--- src/rtl/soqpsk_pkg.sv ---
// Shared widths, types and saturating arithmetic helpers for the SOQPSK carrier loop.
// Latency: none (combinational helpers only).
// Backpressure: none.
package soqpsk_pkg;
    localparam int ROT_BITS  = 10;
    localparam int ACC_BITS  = 32;
    localparam int OUT_BITS  = 16;
    localparam int LOCK_BITS = 8;
    localparam int MAX_SHIFT = ACC_BITS - ROT_BITS;

    typedef logic signed [ROT_BITS-1:0] err_t;
    typedef logic signed [ACC_BITS-1:0] acc_t;
    // One guard bit so a two-operand sum can never wrap before saturation.
    typedef logic signed [ACC_BITS:0]   sum_t;
    typedef logic signed [OUT_BITS-1:0] out_t;

    typedef struct packed {
        logic hit;
        acc_t val;
    } clamp_t;

    // Sign-extend an error word to accumulator width and shift it left; the
    // exponent is capped so the largest error still fits without overflow.
    function automatic acc_t shift_err(input err_t e, input logic [4:0] sh);
        logic [4:0] s;
        s = (sh > 5'(MAX_SHIFT)) ? 5'(MAX_SHIFT) : sh;
        return acc_t'(e) <<< s;
    endfunction

    // a+b at ACC_BITS+1, saturated to the signed range of 'width' bits.
    function automatic sum_t sat_add(input acc_t a, input acc_t b, input int width);
        sum_t s;
        sum_t hi;
        sum_t lo;
        s  = sum_t'(a) + sum_t'(b);
        hi = (sum_t'(1) <<< (width - 1)) - sum_t'(1);
        lo = -hi - sum_t'(1);
        if (s > hi) begin
            return hi;
        end
        if (s < lo) begin
            return lo;
        end
        return s;
    endfunction

    // Symmetric clamp to [-lim, +lim]; hit reports that the clamp engaged.
    function automatic clamp_t clamp_sym(input sum_t x, input logic [ACC_BITS-2:0] lim);
        clamp_t r;
        sum_t   l;
        l     = sum_t'({2'b00, lim});
        r.hit = 1'b1;
        if (x > l) begin
            r.val = acc_t'(l);
        end else if (x < -l) begin
            r.val = acc_t'(-l);
        end else begin
            r.hit = 1'b0;
            r.val = acc_t'(x);
        end
        return r;
    endfunction

    function automatic out_t acc_msbs(input acc_t v);
        return v[ACC_BITS-1 -: OUT_BITS];
    endfunction
endpackage

--- src/rtl/soqpsk_lock_det.sv ---
// Lock detector: |phase error| vs threshold drives an up-1/down-2 counter with hysteresis.
// Latency: lock updates on the clock edge that samples err_vld.
// Backpressure: none; accepts an error on every cycle err_vld is high.
// Ports: err_vld/phase_err sample strobe and word, thresh in-band limit,
//        clear synchronous zeroing (loop open), lock output.
module soqpsk_lock_det
    import soqpsk_pkg::*;
(
    input  logic                clk,
    input  logic                resetN,
    input  logic                err_vld,
    input  logic                clear,
    input  err_t                phase_err,
    input  logic [ROT_BITS-2:0] thresh,
    output logic                lock
);
    logic [LOCK_BITS-1:0] cnt_q, cnt_d;
    logic                 lock_q, lock_d;
    logic signed [ROT_BITS:0] err_ext;
    logic        [ROT_BITS:0] mag;
    logic                     in_band;

    always_comb begin
        // One extra bit so that the most negative error has a representable magnitude.
        err_ext = {phase_err[ROT_BITS-1], phase_err};
        mag     = err_ext[ROT_BITS] ? $unsigned(-err_ext) : $unsigned(err_ext);
        in_band = (mag < {2'b00, thresh});
        cnt_d   = cnt_q;
        lock_d  = lock_q;
        if (clear) begin
            cnt_d  = '0;
            lock_d = 1'b0;
        end else if (err_vld) begin
            if (in_band) begin
                cnt_d = (cnt_q == '1) ? cnt_q : cnt_q + 1'b1;
            end else begin
                cnt_d = (cnt_q < LOCK_BITS'(2)) ? '0 : cnt_q - LOCK_BITS'(2);
            end
            // Hysteresis: only the extremes change the lock state.
            if (cnt_d == '1) begin
                lock_d = 1'b1;
            end else if (cnt_d == '0) begin
                lock_d = 1'b0;
            end
        end
    end

    always_ff @(posedge clk or negedge resetN) begin
        if (!resetN) begin
            cnt_q  <= '0;
            lock_q <= 1'b0;
        end else begin
            cnt_q  <= cnt_d;
            lock_q <= lock_d;
        end
    end

    assign lock = lock_q;
endmodule

--- src/rtl/soqpsk_carrier_loop.sv ---
// Second-order carrier loop filter: lead/lag PI path to NCO, deviation integrator, lock detect.
// Latency: errEn at cycle n gives freqOut/devEst/outValid at n+3; lockDetect at n+1.
// Backpressure: none; errEn may be high every cycle, one outValid pulse per errEn.
// Ports: errEn/phaseError/devError trellis errors; loopEnable, clearAcc controls;
//        leadExp/lagExp/devExp gains; limit lag clamp; lockThresh lock band;
//        freqOut/devEst/outValid results; limitFlag sticky clamp hit; lockDetect.
module soqpsk_carrier_loop
    import soqpsk_pkg::*;
(
    input  logic                clk,
    input  logic                resetN,
    input  logic                errEn,
    input  err_t                phaseError,
    input  err_t                devError,
    input  logic                loopEnable,
    input  logic                clearAcc,
    input  logic [4:0]          leadExp,
    input  logic [4:0]          lagExp,
    input  logic [4:0]          devExp,
    input  logic [ACC_BITS-2:0] limit,
    input  logic [ROT_BITS-2:0] lockThresh,
    output out_t                freqOut,
    output out_t                devEst,
    output logic                outValid,
    output logic                limitFlag,
    output logic                lockDetect
);
    acc_t       lead_term_q, lead_term_d;
    acc_t       lag_term_q,  lag_term_d;
    acc_t       dev_term_q,  dev_term_d;
    acc_t       lead_dly_q,  lead_dly_d;
    acc_t       lag_acc_q,   lag_acc_d;
    acc_t       dev_acc_q,   dev_acc_d;
    out_t       freq_q,      freq_d;
    out_t       dev_est_q,   dev_est_d;
    logic [2:0] vld_q,       vld_d;
    logic       limit_flag_q, limit_flag_d;
    clamp_t     lag_clamp;

    always_comb begin
        vld_d        = {vld_q[1:0], errEn & loopEnable};
        lead_term_d  = lead_term_q;
        lag_term_d   = lag_term_q;
        dev_term_d   = dev_term_q;
        lead_dly_d   = lead_dly_q;
        lag_acc_d    = lag_acc_q;
        dev_acc_d    = dev_acc_q;
        limit_flag_d = limit_flag_q;
        freq_d       = freq_q;
        dev_est_d    = dev_est_q;
        lag_clamp    = clamp_sym(sum_t'(lag_acc_q) + sum_t'(lag_term_q), limit);

        // Stage 1: scale the error words.
        if (errEn) begin
            lead_term_d = shift_err(phaseError, leadExp);
            lag_term_d  = shift_err(phaseError, lagExp);
            dev_term_d  = shift_err(devError, devExp);
        end

        // Stage 2: integrate. The lead term is delayed one stage so it pairs
        // with the lag value that includes the same sample.
        if (vld_q[0]) begin
            lead_dly_d = lead_term_q;
            lag_acc_d  = lag_clamp.val;
            dev_acc_d  = acc_t'(sat_add(dev_acc_q, dev_term_q, ACC_BITS));
            if (lag_clamp.hit) begin
                limit_flag_d = 1'b1;
            end
        end
        // Clear beats a same-cycle accumulate and any clamp it would have flagged.
        if (clearAcc) begin
            lag_acc_d    = '0;
            limit_flag_d = 1'b0;
        end

        // Stage 3: proportional + integral sum to the NCO.
        if (vld_q[1]) begin
            freq_d    = acc_msbs(acc_t'(sat_add(lag_acc_q, lead_dly_q, ACC_BITS)));
            dev_est_d = acc_msbs(dev_acc_q);
        end

        // Open loop: drop in-flight samples and restart from zero state.
        if (!loopEnable) begin
            vld_d        = '0;
            lag_acc_d    = '0;
            dev_acc_d    = '0;
            limit_flag_d = 1'b0;
            freq_d       = '0;
            dev_est_d    = '0;
        end
    end

    always_ff @(posedge clk or negedge resetN) begin
        if (!resetN) begin
            lead_term_q  <= '0;
            lag_term_q   <= '0;
            dev_term_q   <= '0;
            lead_dly_q   <= '0;
            lag_acc_q    <= '0;
            dev_acc_q    <= '0;
            freq_q       <= '0;
            dev_est_q    <= '0;
            vld_q        <= '0;
            limit_flag_q <= 1'b0;
        end else begin
            lead_term_q  <= lead_term_d;
            lag_term_q   <= lag_term_d;
            dev_term_q   <= dev_term_d;
            lead_dly_q   <= lead_dly_d;
            lag_acc_q    <= lag_acc_d;
            dev_acc_q    <= dev_acc_d;
            freq_q       <= freq_d;
            dev_est_q    <= dev_est_d;
            vld_q        <= vld_d;
            limit_flag_q <= limit_flag_d;
        end
    end

    soqpsk_lock_det u_lock_det (
        .clk       (clk),
        .resetN    (resetN),
        .err_vld   (errEn & loopEnable),
        .clear     (~loopEnable),
        .phase_err (phaseError),
        .thresh    (lockThresh),
        .lock      (lockDetect)
    );

    assign freqOut   = freq_q;
    assign devEst    = dev_est_q;
    assign outValid  = vld_q[2];
    assign limitFlag = limit_flag_q;
endmodule

--- config.mk ---
export PLATFORM = sky130hd
export DESIGN_NAME = soqpsk_carrier_loop
export DESIGN_NICKNAME = d
export VERILOG_FILES = /design/src/rtl/soqpsk_pkg.sv /design/src/rtl/soqpsk_lock_det.sv /design/src/rtl/soqpsk_carrier_loop.sv
export SDC_FILE = /design/constraint.sdc
export NUM_CORES = 1
export LEC_CHECK = 0
export ABC_AREA = 0
export CORE_ASPECT_RATIO = 1.75
export CORE_MARGIN = 8
export CORE_UTILIZATION = 45
export CTS_BUF_LIST = sky130_fd_sc_hd__clkbuf_2 sky130_fd_sc_hd__clkbuf_4 sky130_fd_sc_hd__clkbuf_8
export CTS_CLUSTER_DIAMETER = 30
export CTS_CLUSTER_SIZE = 8
export DETAILED_ROUTE_END_ITERATION = 10
export SYNTH_ARGS = -nofsm -noshare
export SYNTH_HDL_FRONTEND = slang
export SYNTH_SLANG_ARGS = --single-unit
--- constraint.sdc ---
create_clock -name clk -period 6.24 [get_ports clk]
set_input_delay 1.872 -clock clk [delete_from_list [all_inputs] [get_ports clk]]
set_output_delay 1.872 -clock clk [all_outputs]
set_load 0.05 [all_outputs]
### Word-level counts from Yosys, hierarchy flattened

Index checks and enable logic that the tools add are counted.

| storage, ports and cells | value |
|---|---|
| output and inout port bits | 35 |
| input bits | 80 |
| bits in registers | 237 |
| word-level logic and storage cells | 96 |

| cells by class | value |
|---|---|
| bitwise gates (word level) | 1 |
| mux-type cells | 51 |
| reduce and logical (&&, ||, !) cells | 3 |
| shift-type cells | 3 |
| add/subtract/negate cells | 7 |
| order comparisons | 11 |
| equal/unequal tests | 8 |

Operator list:

| operator | number |
|---|---|
| 2-to-1 mux 32 bit | 15 |
| adder 32 x 32 -> 33 bit | 3 |
| <<< shifter 10 x 5 -> 32 bit | 3 |
| > comparator 33 x 32 -> 1 bit, second input constant | 2 |
| less-than comparator 33 x 32 -> 1 bit, second input constant | 2 |
| 2-to-1 mux 16 bit | 4 |
| 2-to-1 mux 8 bit | 7 |
| > comparator 33 x 32 -> 1 bit | 1 |
| less-than comparator 33 bit | 1 |
| negation 31 -> 33 bit | 1 |
| 2-to-1 mux 1 bit | 20 |
| equality test 8 bit, second input constant | 2 |
| > comparator 5 bit, second input constant | 3 |
| 2-to-1 mux 5 bit | 3 |
| less-than comparator 11 x 9 -> 1 bit | 1 |
| 2-to-1 mux 11 bit | 1 |
| negation 10 -> 11 bit | 1 |
| inequality test 3 x 1 -> 1 bit, second input constant | 3 |
| adder 8 x 1 -> 8 bit, second input constant | 1 |
| logical NOT 8 bit | 1 |
| less-than comparator 8 x 2 -> 1 bit, second input constant | 1 |
| subtractor 8 x 2 -> 8 bit, second input constant | 1 |
| inequality test 2 x 1 -> 1 bit, second input constant | 3 |
| AND reduction 2 bit | 2 |
| 2 further kinds | 2 |

### Depth between registers and ports, before layout

Gate-level depths: netlist of the first run.

| depth | value |
|---|---|
| depth after elaboration | 11 |
| mapped depth | 23 |
| depth with buffers taken out | 21 |

### Hierarchy

From an unflattened synthesis of the first run, not the netlist that was laid out.

| unflattened totals | value |
|---|---|
| cells, all modules | 2222 |
| area total of the unflattened synthesis | 19135.9 um^2 |

By module, submodules not included:

| module | cells an instance | area an instance (um^2) | times used |
|---|---|---|---|
| soqpsk_carrier_loop | 2054 | 17848.4 | 1 |
| soqpsk_lock_det | 168 | 1287.5 | 1 |

### Worst setup path after synthesis of the first run

Ideal clock, no wire load.

| path | value |
|---|---|
| path type | input to register |
| start point | input port limit[2] |
| end point | register lag_acc_q[22] |
| setup slack | 0.760 ns |
| arrival | 5.354 ns |
| cell stages on the path | 19 |
| data required time | 6.114 ns |
| cell sequence | nor3_1 -> nand4_1 -> nor4_1 -> nand3_1 -> nor2_1 -> nand2_1 -> xnor2_1 -> ha_1 -> a21oi_1 -> a21boi_0 -> o211ai_1 -> o21ai_0 -> nand2_1 -> o2111ai_1 -> o21ai_1 -> buf_2 -> mux2i_1 -> nor2_1 -> a221o_1 |

| on the way | value |
|---|---|
| longest elaborated chain between the ends | 7 |

Ends and longest elaborated chain:

| what | RTL line | RTL |
|---|---|---|
| from (decl) | soqpsk_carrier_loop.sv:20 | `input logic [ACC_BITS-2:0] limit,` |
| negation 31 -> 33 bit | soqpsk_pkg.sv:56 | `r.val = acc_t'(-l);` |
| less-than comparator 33 bit | soqpsk_pkg.sv:55 | `end else if (x < -l) begin` |
| 2-to-1 mux 32 bit | soqpsk_pkg.sv:55 |  |
| 2-to-1 mux 32 bit (*) | soqpsk_pkg.sv:53 | `if (x > l) begin` |
| 2-to-1 mux 32 bit (*) | soqpsk_carrier_loop.sv:62 | `if (vld_q[0]) begin` |
| 2-to-1 mux 32 bit (*) | soqpsk_carrier_loop.sv:71 | `if (clearAcc) begin` |
| 2-to-1 mux 32 bit (*) | soqpsk_carrier_loop.sv:83 | `if (!loopEnable) begin` |
| to (signal assigned) | soqpsk_carrier_loop.sv:110 | `lag_acc_q <= lag_acc_d;` |
| to (decl) | soqpsk_carrier_loop.sv:32 | `acc_t lag_acc_q, lag_acc_d;` |

Mark *: on every way between the ends. The rest lies on a longest branch, timed or not. The select of a mux whose other input is x is not followed.
A chain may end at the register's enable or synchronous reset.

### Final worst setup path of the first run

| path | value |
|---|---|
| start point | input port limit[6] |
| end point | register lag_acc_q[22] |

The elaborated chain is that of the path after synthesis.

==> results of run 1 <==
state kept, by name (all words and copies together), names as in the netlist:
name              cells
lead_dly_q           32
dev_term_q           32
u_lock_det.cnt_q      8
vld_q                 3
u_lock_det.lock       1
freqOut              16
lag_term_q           32
lead_term_q          32
limitFlag             1
dev_acc_q            32
devEst               16
lag_acc_q            32
cell type report:
class | instances | area [µm²] | area share (%)
repair buffers | 233 | 2074 | 9.250
clock inverters | 23 | 280.3 | 1.250
diodes | 4 | 10.01 | 0.04463
multi-input cells | 1755 | 12110 | 54.02
inverters | 135 | 506.7 | 2.260
well taps | 555 | 694.4 | 3.096
clock buffers | 62 | 815.8 | 3.638
flip-flops and latches | 237 | 5931 | 26.45
through the flow:
step           util (%)  power [mW]
4_1_cts           53.70       5.869
2_1_floorplan         -       3.296
5_1_grt           53.71       6.187
6_report          53.72       5.820
3_5_place_dp      51.07       3.986
3_3_place_gp      51.07       3.951
Yosys cell counts (all sizes together) (38+ instances only):
master / number / area share [%]
nor3: 41 / 1.1
mux2: 73 / 4.3
o22ai: 49 / 1.6
nand2: 193 / 3.8
o21ai: 147 / 3.9
clkbuf: 98 / 1.9
nor2b: 38 / 1.3
nand3: 47 / 1.2
a21oi: 247 / 6.5
a21o: 54 / 2.1
xnor2: 73 / 3.4
ha: 171 / 11
mux2i: 101 / 5.3
inv: 135 / 2.7
dfrtp: 237 / 31
nor2: 173 / 3.4
cell families (layout without fill, tap and decap cells):
| logic type | Yosys count | count (layout) | share of synthesized area (%) |
|---|---|---|---|
| compound gates | 688 | 688 | 22.33 |
| simple gates | 614 | 614 | 15.22 |
| buf+inv | 251 | 453 | 5.121 |
| flops | 237 | 237 | 31.20 |
| fa+ha+maj | 175 | 175 | 11.63 |
| mux | 175 | 175 | 9.761 |
| xor+xnor | 103 | 103 | 4.746 |
| other cells | 0 | 4 | 0 |
per-layer routing:
metal  vias to the layer above  wire [µm]  GRT usage [%]
li1                       8473          -              -
met1                      8298      21680          24.08
met2                       463      33720          48.45
met3                       215       2144          3.401
met4                         0       5023          19.11
met5                         -          0              0
report_power, final:
| part | switching (mW) | internal (mW) | total [mW] |
|---|---|---|---|
| clock network | 0.766 | 1.08 | 1.84 |
| logic | 1.26 | 0.880 | 2.14 |
| registers | 0.142 | 1.70 | 1.84 |
final timing paths:
check / slack, ps / startpoint / endpoint / cells past startpoint
setup / recovery: 470 / limit[6] / lag_acc_q[22] / 21
hold / removal: 490 / dev_acc_q[0] / dev_acc_q[0] / 2
setup reg to reg: 620 / lag_acc_q[0] / lag_acc_q[4] / 22
hold reg to reg: 490 / dev_acc_q[0] / dev_acc_q[0] / 2
max in group asynchronous: 3660 / resetN / vld_q[2] / 2
min in group asynchronous: 1310 / resetN / u_lock_det.cnt_q[7] / 1
worst min-delay path, cell delays in order (launching register included):
cell and delay (ps):
sky130_fd_sc_hd__dfrtp_1 340, sky130_fd_sc_hd__nand2_1 50, sky130_fd_sc_hd__o21ai_0 60
==> flow_results.org, run 1 <==
** Timing
- Across the routed clock network, the largest skew measured is 16.15 ps.
- For the pin with the worst max-slew slack, the measured transition is 1065 ps.
- In this run the tightest slew margin relative to its limit is 28.50%.
- Ratio of final minimum period to clock period :: 92.41%
- Max Transition Viols Final :: 0
- Setup repair after global routing left no endpoint under its margin.
- Setup violations remaining at the end of the flow were counted as 0.
- Across all setup checks in the final design, the least slack found is 473.8 ps.
- Final hold slack :: 487.7 ps
- The count of final hold-check violations was 0.
- Counting I/O delays and the setup requirement, the final critical path takes 5766 ps.
- Fmax :: 0.1734 GHz
- Setup total negative slack :: 0 ps

** Global route
- The initial antenna violation count was 3.
- First-pass GRT wire length :: 98530 µm
- GRT Total Usage :: 25.44%
- Largest net degree at the start of global routing :: 115
- Via count of the first global-routing pass :: 18300
- Total global routing overflow :: 0

** Synthesis
- Register bit total from synthesis :: 237
- Unique cell type count in the Yosys netlist :: 77
- Sequential elements use 31.20% of the synthesized area.
- The most used flip-flop cell after synthesis is sky130_fd_sc_hd__dfrtp_1.
- Post-synthesis cell count :: 2243
- Combined area of all synthesized cells :: 19010 µm²
- Averaged over all synthesized cells, the footprint is 8.475 µm².
- Of all flip-flops after synthesis, the portion carrying an async set or reset was 100.0%.
- The synthesized design contains 0 enable-type register cells.
- Number of nets in the synthesized netlist :: 2497
- Ys Warns :: 0

** Run
- Max_cap viols :: 0

** Floorplan
- Core Rows :: 99
- The die is 287.9 µm tall.
- From left edge to right edge, the die measures 171.4 µm.
- For this design the top-level I/O count stands at 115.
- After floorplanning, the core was sized to cover 41740 µm².
- Once the floorplan was initialized, standard cells occupied 45.54% of the core.
- DIE AREA :: 49330 µm²

** Clock tree
- Number of sinks on the clock net :: 237
- At the later pin of the worst-skew pair, clock insertion delay measures 600 ps.
- TritonCTS built the clock tree.
- Clock root cell :: sky130_fd_sc_hd__clkbuf_8
- Once the clock tree was built, the resizer swapped 0 gates to a different size.
- CTS H-tree lvls :: 2
- Count of hold buffers inserted by post-cts repair :: 0
- Clock-pin slew was measured on the worst setup and hold paths at 60 ps.
- No sink is reached through more buffers than the 3 on the longest clock path.
- Clock buffers created by TritonCTS :: 51
- Post-CTS timing repair inserted 0 buffers for setup.

** Place
- Once placement completed, the tool counted placed cells totaling 2915.
- Placed standard-cell area :: 21320 µm²
- The congestion estimate from routability-driven global placement came to 0.9532.
- Port buffer count :: 114
- Timing analysis after detailed placement gives a worst setup slack of -104.6 ps.
- DP Wirelength :: 49200 µm

** Detailed routing
- Number of vias per cell after detailed routing :: 5.809
- Routed Antenna Nets :: 0
- Iter 0 DRT Violations :: 854
- Iteration count of the initial detailed-routing pass :: 6
- The final layout contains routed wiring with a total length of 62560 µm.
- DR WL/cell :: 20.83 µm
- Routed via count :: 17450
- After detailed routing, the number of remaining DRC violations is 0.

** Cells and area
- Layout filler cell count :: 3957
- Proportion of layout cells with a drive suffix above 1 :: 12.56%
- The finished layout holds 3004 standard cells, fillers aside.
- The top cell types in the final layout, fill and taps aside, are sky130_fd_sc_hd__a21oi_1 (247), sky130_fd_sc_hd__dfrtp_1 (237), sky130_fd_sc_hd__nand2_1 (193).
- Area Overhead vs Synth :: 17.98%
- Summing all non-filler instances in the final layout gives an area of 22430 µm².
- After the last flow step, the layout net total stands at 2667.
- Commonest non-fill, non-tap cell in the layout :: sky130_fd_sc_hd__a21oi_1

** Power
- P per Cell Area :: 259.5 nW/µm²
- Highest ir drop seen on vdd :: 0.1836 mV
- Pleak :: 10.39 nW

** Worst setup path
- Sum of buffers and inverters on the critical path :: 3
- On the worst path, the slowest cell contributes a delay of 560 ps.
- The setup path with the least slack is of type primary input to register.
- STA classifies the critical path endpoint as a register.
- Critical path peak fanout :: 7
- The kind of cell with the highest combined delay along the critical path is simple AND/OR/NAND/NOR gates.
- Data arrives at the worst endpoint at 6250 ps.
- Crit path max-delay cell type :: sky130_fd_sc_hd__or4_4
- Crit start category :: primary input
- Worst Path Required :: 6720 ps
- CP cell instances :: clkdlybuf4s50_1 -> nor2_1 -> buf_4 -> nand4_2 -> or4_4 -> nor2_1 -> nand2_1 -> nor2_1 -> xnor2_1 -> ha_1 -> nand3_1 -> a21boi_0 -> o211ai_1 -> o21ai_0 -> nand2_1 -> o2111ai_1 -> o21ai_2 -> buf_4 -> mux2i_1 -> nor2_1 -> a221o_1
- The most numerous cell type found on the critical path is sky130_fd_sc_hd__nor2_1.

** Status
- The flow ran to the end, and the final reports show no timing, DRC or antenna violations.

** Min path
- The path class of the tightest hold or removal check is register to register.
Note: power is estimated with default switching activity, not from simulation.
==> run 2: changes to the inputs <==
- SYNTH_HIERARCHICAL: default -> 1
==> run 2 against run 1 <==
  * Combinational power is essentially flat
  * Setup slack worse by 290 ps
  * Global-route usage fell by 0.26 points
  * Final cell count fell by 0.73%
  * Total power is 2.1% lower
  * Utilization down 0.32 points
  * Critical endpoint is now lag_acc_q[30]
  * Sequential power is essentially flat
  * Critical path type unchanged
==> flow_results.org, run 2 <==
** Place
- Once detailed placement completed, the half-perimeter wirelength came to 49290 µm.
- Port buffer count :: 114
- Routability-driven placement finished with a final weighted congestion of 0.9798.
- Including well taps, the total number of placed cells is 2906.
- Placed standard-cell area :: 21530 µm²

** Floorplan
- DIE AREA :: 49640 µm²
- During I/O placement, the number of pins put on the boundary was 115.
- Height of the chip :: 288.8 µm
- Core Box Area :: 42290 µm²
- For this configuration, the core starts out at a cell density of 45.25%.
- In this run the horizontal extent of the chip is 171.9 µm.
- Core Rows :: 100

** Global route
- Entering global routing, the biggest net connects 104 pins.
- Total global routing overflow :: 0
- Global routing used 25.18% of the available tracks across all layers.
- The number of global-route vias before repair came to 18180.
- Initial antenna violation count :: 1
- First-pass GRT wire length :: 97710 µm

** Synthesis
- Synthesis inferred 237 register bits.
- The largest total area in the synthesized netlist belongs to sky130_fd_sc_hd__dfrtp_1.
- After synthesis, the largest area contributor takes up 30.99% of total cell area.
- Counting flops with an async set or reset pin after synthesis yields a share of 100.0%.
- In this run the cell area of the synthesized design comes to 19140 µm².
- Most frequently used cell type in the post-synthesis netlist :: sky130_fd_sc_hd__a21oi_1
- Sequential share of the synthesized area :: 30.99%
- Ranked by total cell area, the synthesized netlist is headed by sky130_fd_sc_hd__dfrtp_1 (31%), sky130_fd_sc_hd__ha_1 (11%), sky130_fd_sc_hd__a21oi_1 (6.5%).
- After synthesis, the netlist uses 89 different library cells.
- Yosys mapped a number of flops with a built-in enable equal to 0.
- For this run, the number of Yosys warnings is 6.
- Number of nets in the synthesized netlist :: 2476
- The cell count after synthesis came out at 2222.
- Leading cell types by count after synthesis :: sky130_fd_sc_hd__a21oi_1 (247), sky130_fd_sc_hd__dfrtp_1 (237), sky130_fd_sc_hd__nand2_1 (176)
- Top_reg_cell synth :: sky130_fd_sc_hd__dfrtp_1
- A synthesized cell averages 8.612 µm².

** Clock tree
- Clk pin slew, worst setup/hold paths :: 60 ps
- The cell sitting at the root of the clock tree is a sky130_fd_sc_hd__clkbuf_8.
- Clock tree from TritonCTS :: built
- CTS H-tree lvls :: 2
- Clock buffers created by TritonCTS :: 45
- For the worst-skew pair, the clock arrives at the later sink with an insertion delay of 610 ps.
- No sink is reached through more buffers than the 3 on the longest clock path.
- Count of hold buffers inserted by post-cts repair :: 0
- Number of sinks on the clock net :: 237

** Power
- Pleak :: 10.73 nW
- For this design the ratio of total power to cell area is 252.4 nW/µm².
- The worst-case IR drop observed on VDD is 0.1284 mV.

** Detailed routing
- The count of nets left with antenna violations once routing finished came out at 0.
- Number of vias per cell after detailed routing :: 5.848
- WL final :: 62310 µm
- DR WL/cell :: 20.89 µm
- DR DRC count :: 0
- Routed via count :: 17440
- Iteration count of the initial detailed-routing pass :: 7
- The first routing iteration left 1051 violations.

** Min path
- Worst hold-check path type :: register to register

** Worst setup path
- Worst Path Required :: 6710 ps
- The cell family contributing the most delay on the critical path is simple AND/OR/NAND/NOR gates.
- Critical path peak fanout :: 13
- Startpoint-to-endpoint class of the critical path :: primary input to register
- Type of destination of the critical path :: register
- Signal arrival time at the worst endpoint :: 6530 ps
- In this design, the stage delay of the slowest critical-path cell is 450 ps.
- Crit start category :: primary input
- Among all stages on the critical path, the largest delay is contributed by sky130_fd_sc_hd__or4_4.
- The signal on the critical path passes through clkdlybuf4s50_1 -> inv_1 -> nand4_1 -> or3_4 -> nor3_2 -> nand2_1 -> or4_4 -> or3_4 -> nor4_4 -> xnor2_1 -> ha_1 -> nand4_1 -> nor2_1 -> a21oi_2 -> o41a_1 -> o31ai_4 -> buf_12 -> nand2_8 -> buf_4 -> mux2i_1 -> o221ai_1.
- The number of buffers and inverters on the critical path is 4.

** Timing
- The clock period could shrink to 6061 ps.
- Worst slew margin relative to its limit :: 20.24%
- The count of final hold-check violations is 0.
- Max Transition Viols Final :: 0
- Final hold slack :: 491.3 ps
- Fmax :: 0.1650 GHz
- Setup violations remaining at the end of the flow were counted as 0.
- Ratio of final minimum period to clock period :: 97.13%
- Clock skew on the completed layout was measured at 36.48 ps.
- Worst Max-Slew Pin Slew :: 1190 ps

** Cells and area
- For this run, the number of standard cells in the final layout without fillers is 2982.
- Layout filler cell count :: 4113
- Most frequent cells in the layout :: sky130_fd_sc_hd__a21oi_1 (246), sky130_fd_sc_hd__dfrtp_1 (236), sky130_fd_sc_hd__nand2_1 (176)
- In the final layout, the multi-input gates occupy 12350 µm².
- The area growth from synthesis to layout is 18.03%.
- In the final layout, flip-flops and latches occupy 5932 µm².
- Proportion of layout cells with a drive suffix above 1 :: 13.18%
- With fillers left out, the area of the finished cells amounts to 22590 µm².
- The library cell used most frequently in the layout, excluding fill and tap cells, is sky130_fd_sc_hd__a21oi_1.
- Number of nets in the final layout :: 2647

** Run
- Across the run, the number of max-cap violations was 0.

** Status
- The run finished with clean final reports.
[run 2: metrics by stage]
step	util, %	setup slack [ps]	setup TNS (ps)	power [mW]
4_1_cts	53.28	63.90	0	5.731
5_1_grt	53.41	-16.31	-17.97	6.030
3_5_place_dp	50.91	-747.5	-21530	3.979
2_1_floorplan	-	153.7	0	3.217
3_3_place_gp	50.91	-634.9	-18160	3.939
6_report	53.41	179.0	0	5.700
[run 2: per-layer routing]
layer / vias to the layer above / GRT usage, % / part of all wire, %
li1: 8501 / - / -
met1: 8331 / 24.55 / 35
met2: 422 / 47.92 / 54
met3: 185 / 2.518 / 3.1
met4: 0 / 18.23 / 8.0
met5: - / 0 / 0
[run 2: cell type report]
class | instances | area share [%]
tap | 561 | 3.108
sequential | 237 | 26.26
inverter | 133 | 2.210
clock inverter | 21 | 1.296
clock buffer | 53 | 3.064
multi-input combinational | 1745 | 54.67
timing repair buffer | 231 | 9.373
antenna | 1 | 0.01108
[run 2: timing repair]
item / in CTS / in global routing
gates resized for setup: 4 / 9
cloned: 0 / 0
setup buffers: 0 / 1
pin swaps: 0 / 4
setup endpoints to repair: 17 / 33
[run 2: worst register-to-register path, delay by kind of cell (launching register included)]
family                   cells  cell delay (ps)
AO/OA/AOI/OAI                8             2670
AND/OR/NAND/NOR              6             1070
flip-flops                   1              440
buffers and inverters        4              820
XOR/XNOR                     1               60
adder cells (fa/ha/maj)      2              670
[run 2: where the power goes]
part	internal, mW	total [mW]	switching, mW
Combinational	0.897	2.16	1.26
Clock	0.994	1.73	0.732
Sequential	1.69	1.81	0.126
Total	3.58	5.70	2.12
[run 2: cell families after synthesis]
family / share of synthesized area, %
AO/OA/AOI/OAI: 24.41
XOR/XNOR: 4.165
adder cells (fa/ha/maj): 11.49
buffers and inverters: 4.950
AND/OR/NAND/NOR: 14.21
multiplexers: 9.775
flip-flops: 30.99
[run 2: final timing paths]
kind | start | endpoint | slack (ps) | depth (start not counted)
max | limit[10] | lag_acc_q[30] | 180 | 21
min | lead_term_q[14] | lead_dly_q[14] | 490 | 1
max reg2reg | lag_acc_q[2] | lag_acc_q[19] | 420 | 21
min reg2reg | lead_term_q[14] | lead_dly_q[14] | 490 | 1
max in group asynchronous | resetN | lag_term_q[25] | 3820 | 2
min in group asynchronous | resetN | lead_term_q[0] | 1320 | 1
